===== config.mk =====
export PLATFORM = sky130hd
export DESIGN_NAME = pll_lock_seq
export DESIGN_NICKNAME = d
export VERILOG_FILES = /design/src/rtl/pll_lock_seq_pkg.sv /design/src/rtl/pll_lock_seq_sync_ff.sv /design/src/rtl/pll_lock_seq.sv
export SDC_FILE = /design/constraint.sdc
export NUM_CORES = 1
export LEC_CHECK = 0
export BUFFER_PORTS_ARGS = -buffer_cell sky130_fd_sc_hd__buf_2
export CELL_PAD_IN_SITES_DETAIL_PLACEMENT = 1
export CELL_PAD_IN_SITES_GLOBAL_PLACEMENT = 1
export CORE_ASPECT_RATIO = 0.8
export CORE_MARGIN = 3
export CORE_UTILIZATION = 40
export DETAILED_ROUTE_END_ITERATION = 6
export GPL_TIMING_DRIVEN = 1
export PLACE_DENSITY = 0.81
export SETUP_SLACK_MARGIN = 0.3
export SYNTH_ARGS = -nofsm -noshare
export SYNTH_HDL_FRONTEND = slang
export SYNTH_SLANG_ARGS = --single-unit

===== constraint.sdc =====
create_clock -name clkin -period 2.58 [get_ports clkin]
set_clock_uncertainty 0.2 [all_clocks]
set_input_delay 0.258 -clock clkin [delete_from_list [all_inputs] [get_ports clkin]]
set_output_delay 0.258 -clock clkin [all_outputs]
set_load 0.01 [all_outputs]

===== src/rtl/pll_lock_seq_pkg.sv =====
// Shared state encoding and helpers for the PLL reset/lock sequencer.
// State encodings 5..7 are illegal and are recovered by the FSM.
package pll_lock_seq_pkg;

    typedef enum logic [2:0] {
        S_PLLRST = 3'd0,
        S_WAIT   = 3'd1,
        S_STABLE = 3'd2,
        S_RUN    = 3'd3,
        S_FAULT  = 3'd4
    } state_e;

    localparam int RELOCK_W = 8;

    function automatic int max3(input int a, input int b, input int c);
        int m;
        m = (a > b) ? a : b;
        return (m > c) ? m : c;
    endfunction

    function automatic logic [RELOCK_W-1:0] sat_inc(input logic [RELOCK_W-1:0] v);
        return (&v) ? v : v + {{(RELOCK_W-1){1'b0}}, 1'b1};
    endfunction

endpackage


===== src/rtl/pll_lock_seq_sync_ff.sv =====
// Generic N-flop synchronizer for single-bit asynchronous inputs, clears to 0.
// No logic may sit between the raw input and the first flop.
module sync_ff #(
    parameter int STAGES = 2
) (
    input  logic clk,
    input  logic rst,
    input  logic d,
    output logic q
);

    logic [STAGES-1:0] sync_q;
    logic [STAGES-1:0] sync_d;

    // shift the raw input one stage per clock
    always_comb begin
        sync_d = {sync_q[STAGES-2:0], d};
    end

    // synchronizer chain register
    always_ff @(posedge clk or posedge rst) begin
        if (rst) begin
            sync_q <= '0;
        end else begin
            sync_q <= sync_d;
        end
    end

    assign q = sync_q[STAGES-1];

endmodule


===== src/rtl/pll_lock_seq.sv =====
// Reset/lock sequencer for the EHXPLLL: pulses PLL reset, qualifies LOCK over a
// stability window, releases the system reset and re-sequences on loss of lock.
module pll_lock_seq
    import pll_lock_seq_pkg::*;
#(
    parameter int RST_CYCLES    = 16,
    parameter int LOCK_TIMEOUT  = 25000,
    parameter int STABLE_CYCLES = 2500,
    parameter int MAX_RETRY     = 3,
    parameter int SYNC_STAGES   = 2
) (
    input  logic       clkin,
    input  logic       rst,
    input  logic       locked,
    output logic       pll_rst,
    output logic       sys_rst,
    output logic       ready,
    output logic       fault,
    output logic [2:0] state,
    output logic [7:0] relock_cnt
);

    localparam int MAX_COUNT = max3(RST_CYCLES, LOCK_TIMEOUT, STABLE_CYCLES);
    localparam int TW        = (MAX_COUNT > 1) ? $clog2(MAX_COUNT) : 1;

    logic                lock_s;
    state_e              state_q,  state_d;
    logic [TW-1:0]       timer_q,  timer_d;
    logic [3:0]          retry_q,  retry_d;
    logic [3:0]          retry_inc_s;
    logic [RELOCK_W-1:0] relock_q, relock_d;
    logic                pll_rst_q, pll_rst_d;
    logic                sys_rst_q, sys_rst_d;
    logic                ready_q,   ready_d;
    logic                fault_q,   fault_d;

    sync_ff #(.STAGES(SYNC_STAGES)) u_lock_sync (
        .clk (clkin),
        .rst (rst),
        .d   (locked),
        .q   (lock_s)
    );

    // next-state, counters and output decode (outputs follow next_state)
    always_comb begin
        state_d     = state_q;
        timer_d     = timer_q + TW'(1);
        retry_d     = retry_q;
        relock_d    = relock_q;
        retry_inc_s = retry_q + 4'd1;
        case (state_q)
            S_PLLRST: begin
                if (timer_q == TW'(RST_CYCLES - 1)) state_d = S_WAIT;
                else                                 state_d = S_PLLRST;
            end
            S_WAIT: begin
                if (lock_s) begin
                    state_d = S_STABLE;
                end else if (timer_q == TW'(LOCK_TIMEOUT - 1)) begin
                    retry_d = retry_inc_s;
                    if (retry_inc_s == 4'(MAX_RETRY)) state_d = S_FAULT;
                    else                               state_d = S_PLLRST;
                end else begin
                    state_d = S_WAIT;
                end
            end
            S_STABLE: begin
                if (!lock_s) begin
                    state_d = S_WAIT;
                end else if (timer_q == TW'(STABLE_CYCLES - 1)) begin
                    state_d = S_RUN;
                    retry_d = 4'd0;
                end else begin
                    state_d = S_STABLE;
                end
            end
            S_RUN: begin
                if (!lock_s) begin
                    state_d  = S_PLLRST;
                    relock_d = sat_inc(relock_q);
                end else begin
                    state_d = S_RUN;
                end
            end
            S_FAULT: state_d = S_FAULT;
            default: state_d = S_PLLRST;
        endcase

        if (state_d != state_q) timer_d = '0;
        else                    timer_d = timer_d;

        pll_rst_d = (state_d == S_PLLRST) || (state_d == S_FAULT);
        sys_rst_d = (state_d != S_RUN);
        ready_d   = (state_d == S_RUN);
        fault_d   = (state_d == S_FAULT);
    end

    // state, counters and registered outputs
    always_ff @(posedge clkin or posedge rst) begin
        if (rst) begin
            state_q   <= S_PLLRST;
            timer_q   <= '0;
            retry_q   <= 4'd0;
            relock_q  <= '0;
            pll_rst_q <= 1'b1;
            sys_rst_q <= 1'b1;
            ready_q   <= 1'b0;
            fault_q   <= 1'b0;
        end else begin
            state_q   <= state_d;
            timer_q   <= timer_d;
            retry_q   <= retry_d;
            relock_q  <= relock_d;
            pll_rst_q <= pll_rst_d;
            sys_rst_q <= sys_rst_d;
            ready_q   <= ready_d;
            fault_q   <= fault_d;
        end
    end

    assign pll_rst    = pll_rst_q;
    assign sys_rst    = sys_rst_q;
    assign ready      = ready_q;
    assign fault      = fault_q;
    assign state      = state_q;
    assign relock_cnt = relock_q;

endmodule


==> results.md <==
- The flow ran to the end, and the final reports show no timing, DRC or antenna violations.
- Of the total power, registers draw 0.415.
- 0 antenna diodes ended up in the layout.
- The CTS tree is built.
- The worst setup path is of the flip-flop to flip-flop kind.
- The number of buffers and inverters on the critical path is 1.
- The number of buffers added by the clock tree synthesis step is 5.
- The remaining number of nets flagged by the antenna check after routing is 0.
- At the pin with the least slew margin, the transition time is 0.570 ns.
- Routed signal wires occupy layers up through met4.
- The largest net degree at the start of global routing is 37.
- The hold violation count in the final report is 0.
- The placement row count is 22.
- The total number of vias is around 1600.
- After synthesis, the largest family of logic cells by area is simple AND/OR/NAND/NOR gates.
- Synthesis instantiated 48 different standard cells from the library.
- Before CTS, the worst setup slack after placement is 0.246 ns.
- The largest fanout on the critical path is 10.
- The clock sink count is 36.
- In this run the worst hold path is classified as flip-flop to flip-flop.
- The power share of the combinational group is 0.348.
- The adder-cell area share of the yosys netlist is 0.0257.
- The worst pin sits at a relative slew slack of 0.619.
- No sink is reached through more buffers than the 2 on the longest clock path.
- The buffer cell driving the clock tree root is clkbuf_8.
- The area of the core is 4650 um^2.
- The sum of negative setup slack is 0 ns.
- The placer's final routability congestion estimate is 0.851.
- The floorplan die width is 84.1 um.
- STA puts the critical path data arrival time at 2.20 ns.
- The max-slew violation total from the final report was 0.
- The die covers 5760 um^2.
- The signal on the critical path passes through or4bb_4 -> nor4_4 -> a41oi_2 -> buf_6 -> or2b_1 -> a21oi_1.
- The number of iterations in the first detailed-routing pass is 5.
- After layout, the worst setup slack is ~0.36 ns.
- The cell count after synthesis came out at 195.
- Grouping stages by cell kind, the critical path spends the most delay in simple AND/OR/NAND/NOR gates.
- Setup repair after global routing could not meet its margin everywhere.
- The power density over the cells is 738 nW/um^2.
- The peak clock frequency supported by timing is roughly 450 MHz.
- The average vias per placed instance is about 5.6.
- The critical-path cell with the highest stage delay is or4bb_4.
- The netlist area before placement is 1950 um^2.
- IR analysis of the VDD net gives a maximum drop of 0.000385 V.
- The synthesis-stage register bit count is 36.
- The worst setup path is launched from a flip-flop.
- The number of antenna violations at the first check in global routing came to 0.
- The total number of nets in the final design is ~230.
- In the final routed layout, each cell accounts on average for 17.8 um.
- For this run, design rule violations remaining after detail routing come to 0.
- The final HPWL from detailed placement is between 3000 and 4000 um.
- The post-synthesis compound-gate area fraction came to 0.108.
- The first global-routing pass estimated 8270 um of wire.
- Counting flops with a built-in enable in the synthesized netlist gives 0.
- The internal power summed over all cells is 1060 uW.
- In the global route stage, overall resource usage came out at 0.189.
- The met2 wire length is 2340 um.
- The proportion of synthesized flip-flops having asynchronous set or reset is 1.00.
- The startpoint identified for the worst register-to-register timing path is timer_q[9].
- Subtracting the final worst setup slack from the clock period gives 2.22 ns.
- For this design the total switching power over the nets is between 600 and 700 uW.
- The routed length on met3 is 148 um.
- The number of synthesis warnings is 0.
- The post-synthesis average cell area is between 10 and 15 um^2.
- The share of synthesized area in the top cell type comes to 0.436.
- The sort of element at the end of the critical path is a flip-flop.
- The beginning of the critical path is timer_q[9].
- The static power due to leakage is ~0.001 uW.
- The data required time of the worst path is 2.56 ns.
- Setup violations remaining at the end of the flow were counted as 0.
- The share of total power consumed by net switching is 0.368.
- The number of global-route vias before repair was 1603.
- In the finished design, the share of the clock period the worst path needs comes to 0.861.
- After the first detailed-routing iteration, the DRC count stood at 98.
- The starting utilization of the core area is 0.419.
- In this run the vertical extent of the chip is 68.5 um.
- The post-synthesis xor/xnor area fraction is 0.0853.
- The total overflow left after global routing is 0.
- The register area share after synthesis is 0.463.
- The count of pins on the block boundary is 18.
- After filler insertion, the fill cell instance count of the layout stands at 527.
- The fraction of layout instances using a drive strength above 1 is 0.247.
- The wire length reported by the detailed router is approximately 5000 um.
- After clock tree synthesis, the clock-pin slew on the worst setup and hold paths is approximately 0.08 ns.
- The worst hold path startpoint is u_lock_sync.sync_q[0].
- Of the total power, the clock network draws 0.238.
- For the worst-skew pair, the clock arrives at the later sink with an insertion delay of 0.30 ns.
- The met1 wire length is 2450 um.
- The total of buffers placed on input and output ports is 17.
- The largest single stage delay on the critical path is 0.57 ns.
- The reported max-cap violation count is 0.
- The net count after synthesis is 202.
- Relative to the synthesized area, the layout overhead comes to 16.9%.
- The depth of the CTS H-tree is 2.
- Sorting the synthesized cells by area gives the leading types as dfrtp_1 (44%), xnor2_1 (5.8%), nand2_1 (4.4%).
- Summed over all instances, the cell type with the most area after synthesis is dfrtp_1.
- The commonest register cell after synthesis is dfrtp_1.
- Of the total synthesized cell area, the portion taken by AND, OR, NAND and NOR gates is 0.278.
- The share of synthesized area spent on multiplexers is 0.00577.
==> metrics by stage <==
step           utilization  std cells  cell area (um^2)  power (uW)  hold slack, ns
2_1_floorplan            -        195              1950        1100          0.0894
3_3_place_gp         0.456        273              2120        1230           0.133
3_5_place_dp         0.456        273              2120        1250           0.151
4_1_cts              0.483        283              2250        1660           0.169
5_1_grt              0.490        283              2280        1790           0.174
6_report             0.490        283              2280        1680           0.168
==> cell type report <==
type	instances	area, um^2	share of cell area
clock buffer	5	68.8	0.0302
clock inverter	3	18.8	0.00823
inverter	5	18.8	0.00823
multi-input combinational	147	1020	0.448
sequential	36	907	0.398
tap	60	75.1	0.0329
timing repair buffer	27	169	0.0741
==> power by group through the flow <==
stage / Sequential, uW / Combinational, uW / Clock, uW
2_1_floorplan: 701 / 403 / 0
3_3_place_gp: 698 / 528 / 0
3_5_place_dp: 707 / 541 / 0
4_1_cts: 696 / 554 / 406
5_1_grt: 710 / 650 / 428
6_report: 698 / 585 / 400
==> per-layer routing <==
metal  up-vias  GRT usage
met4         0     0.0803
li1        749          -
met2        25      0.301
met5         -          0
met3        10     0.0409
met1       800      0.251
==> final timing paths <==
path,end,slack (ns),cells past startpoint
setup / recovery,timer_q[0],0.36,6
hold / removal,u_lock_sync.sync_q[1],0.17,0
setup reg to reg,timer_q[0],0.36,6
hold reg to reg,u_lock_sync.sync_q[1],0.17,0
max in group asynchronous,sys_rst,1.40,4
min in group asynchronous,timer_q[5],0.44,4
==> kinds of logic after synthesis <==
logic type	after synthesis
adder cells (fa/ha/maj)	4
XOR/XNOR	19
AO/OA/AOI/OAI	34
flip-flops	36
multiplexers	1
AND/OR/NAND/NOR	89
buffers and inverters	12
==> timing repair <==
action	in CTS	in global routing
setup endpoints to repair	15	16
hold buffers	2	0
buffers inserted	0	0
resized for setup	3	8
endpoints found under the hold margin	35	0
pin swaps	0	1
==> worst reg2reg max path: stages, from the launching register on <==
cell and delay [ns]:
dfrtp_1 0.43, or4bb_4 0.57, nor4_4 0.34, a41oi_2 0.19, buf_6 0.19, or2b_1 0.15, a21oi_1 0.04
==> flip-flops by register name (all words and copies together) (netlist names) <==
register            flops
timer_q                15
sys_rst                 1
pll_rst                 1
relock_cnt              8
ready                   1
fault                   1
u_lock_sync.sync_q      2
retry_q                 4
state                   3
==> cells in the final DEF (no fill, tap or decap), types with 5 or more instances in the layout <==
cell type,count
o21ai_0,9
clkbuf_8,5
xor2_1,6
nand3_1,10
a21oi_1,13
and3_1,5
buf_4,7
nor3_1,5
nand4_1,5
nand2_1,22
inv_1,5
buf_2,17
dfrtp_1,31
xnor2_1,13
==> synth_stat cells, types with 3 or more instances <==
library cell  instances
nand2_1              23
o21ai_1               3
xor2_1                6
nor4_1                6
inv_1                 5
nand4_1               5
nand2b_1              4
and3_1                5
nor2_1                4
ha_1                  4
xnor2_1              13
a21oi_1              13
nand3_1              10
nor3_1                5
nor3b_1               3
o21ai_0               9
dfrtp_1              34
and2_1                4
No activity file was read; power rests on OpenSTA's default activity.
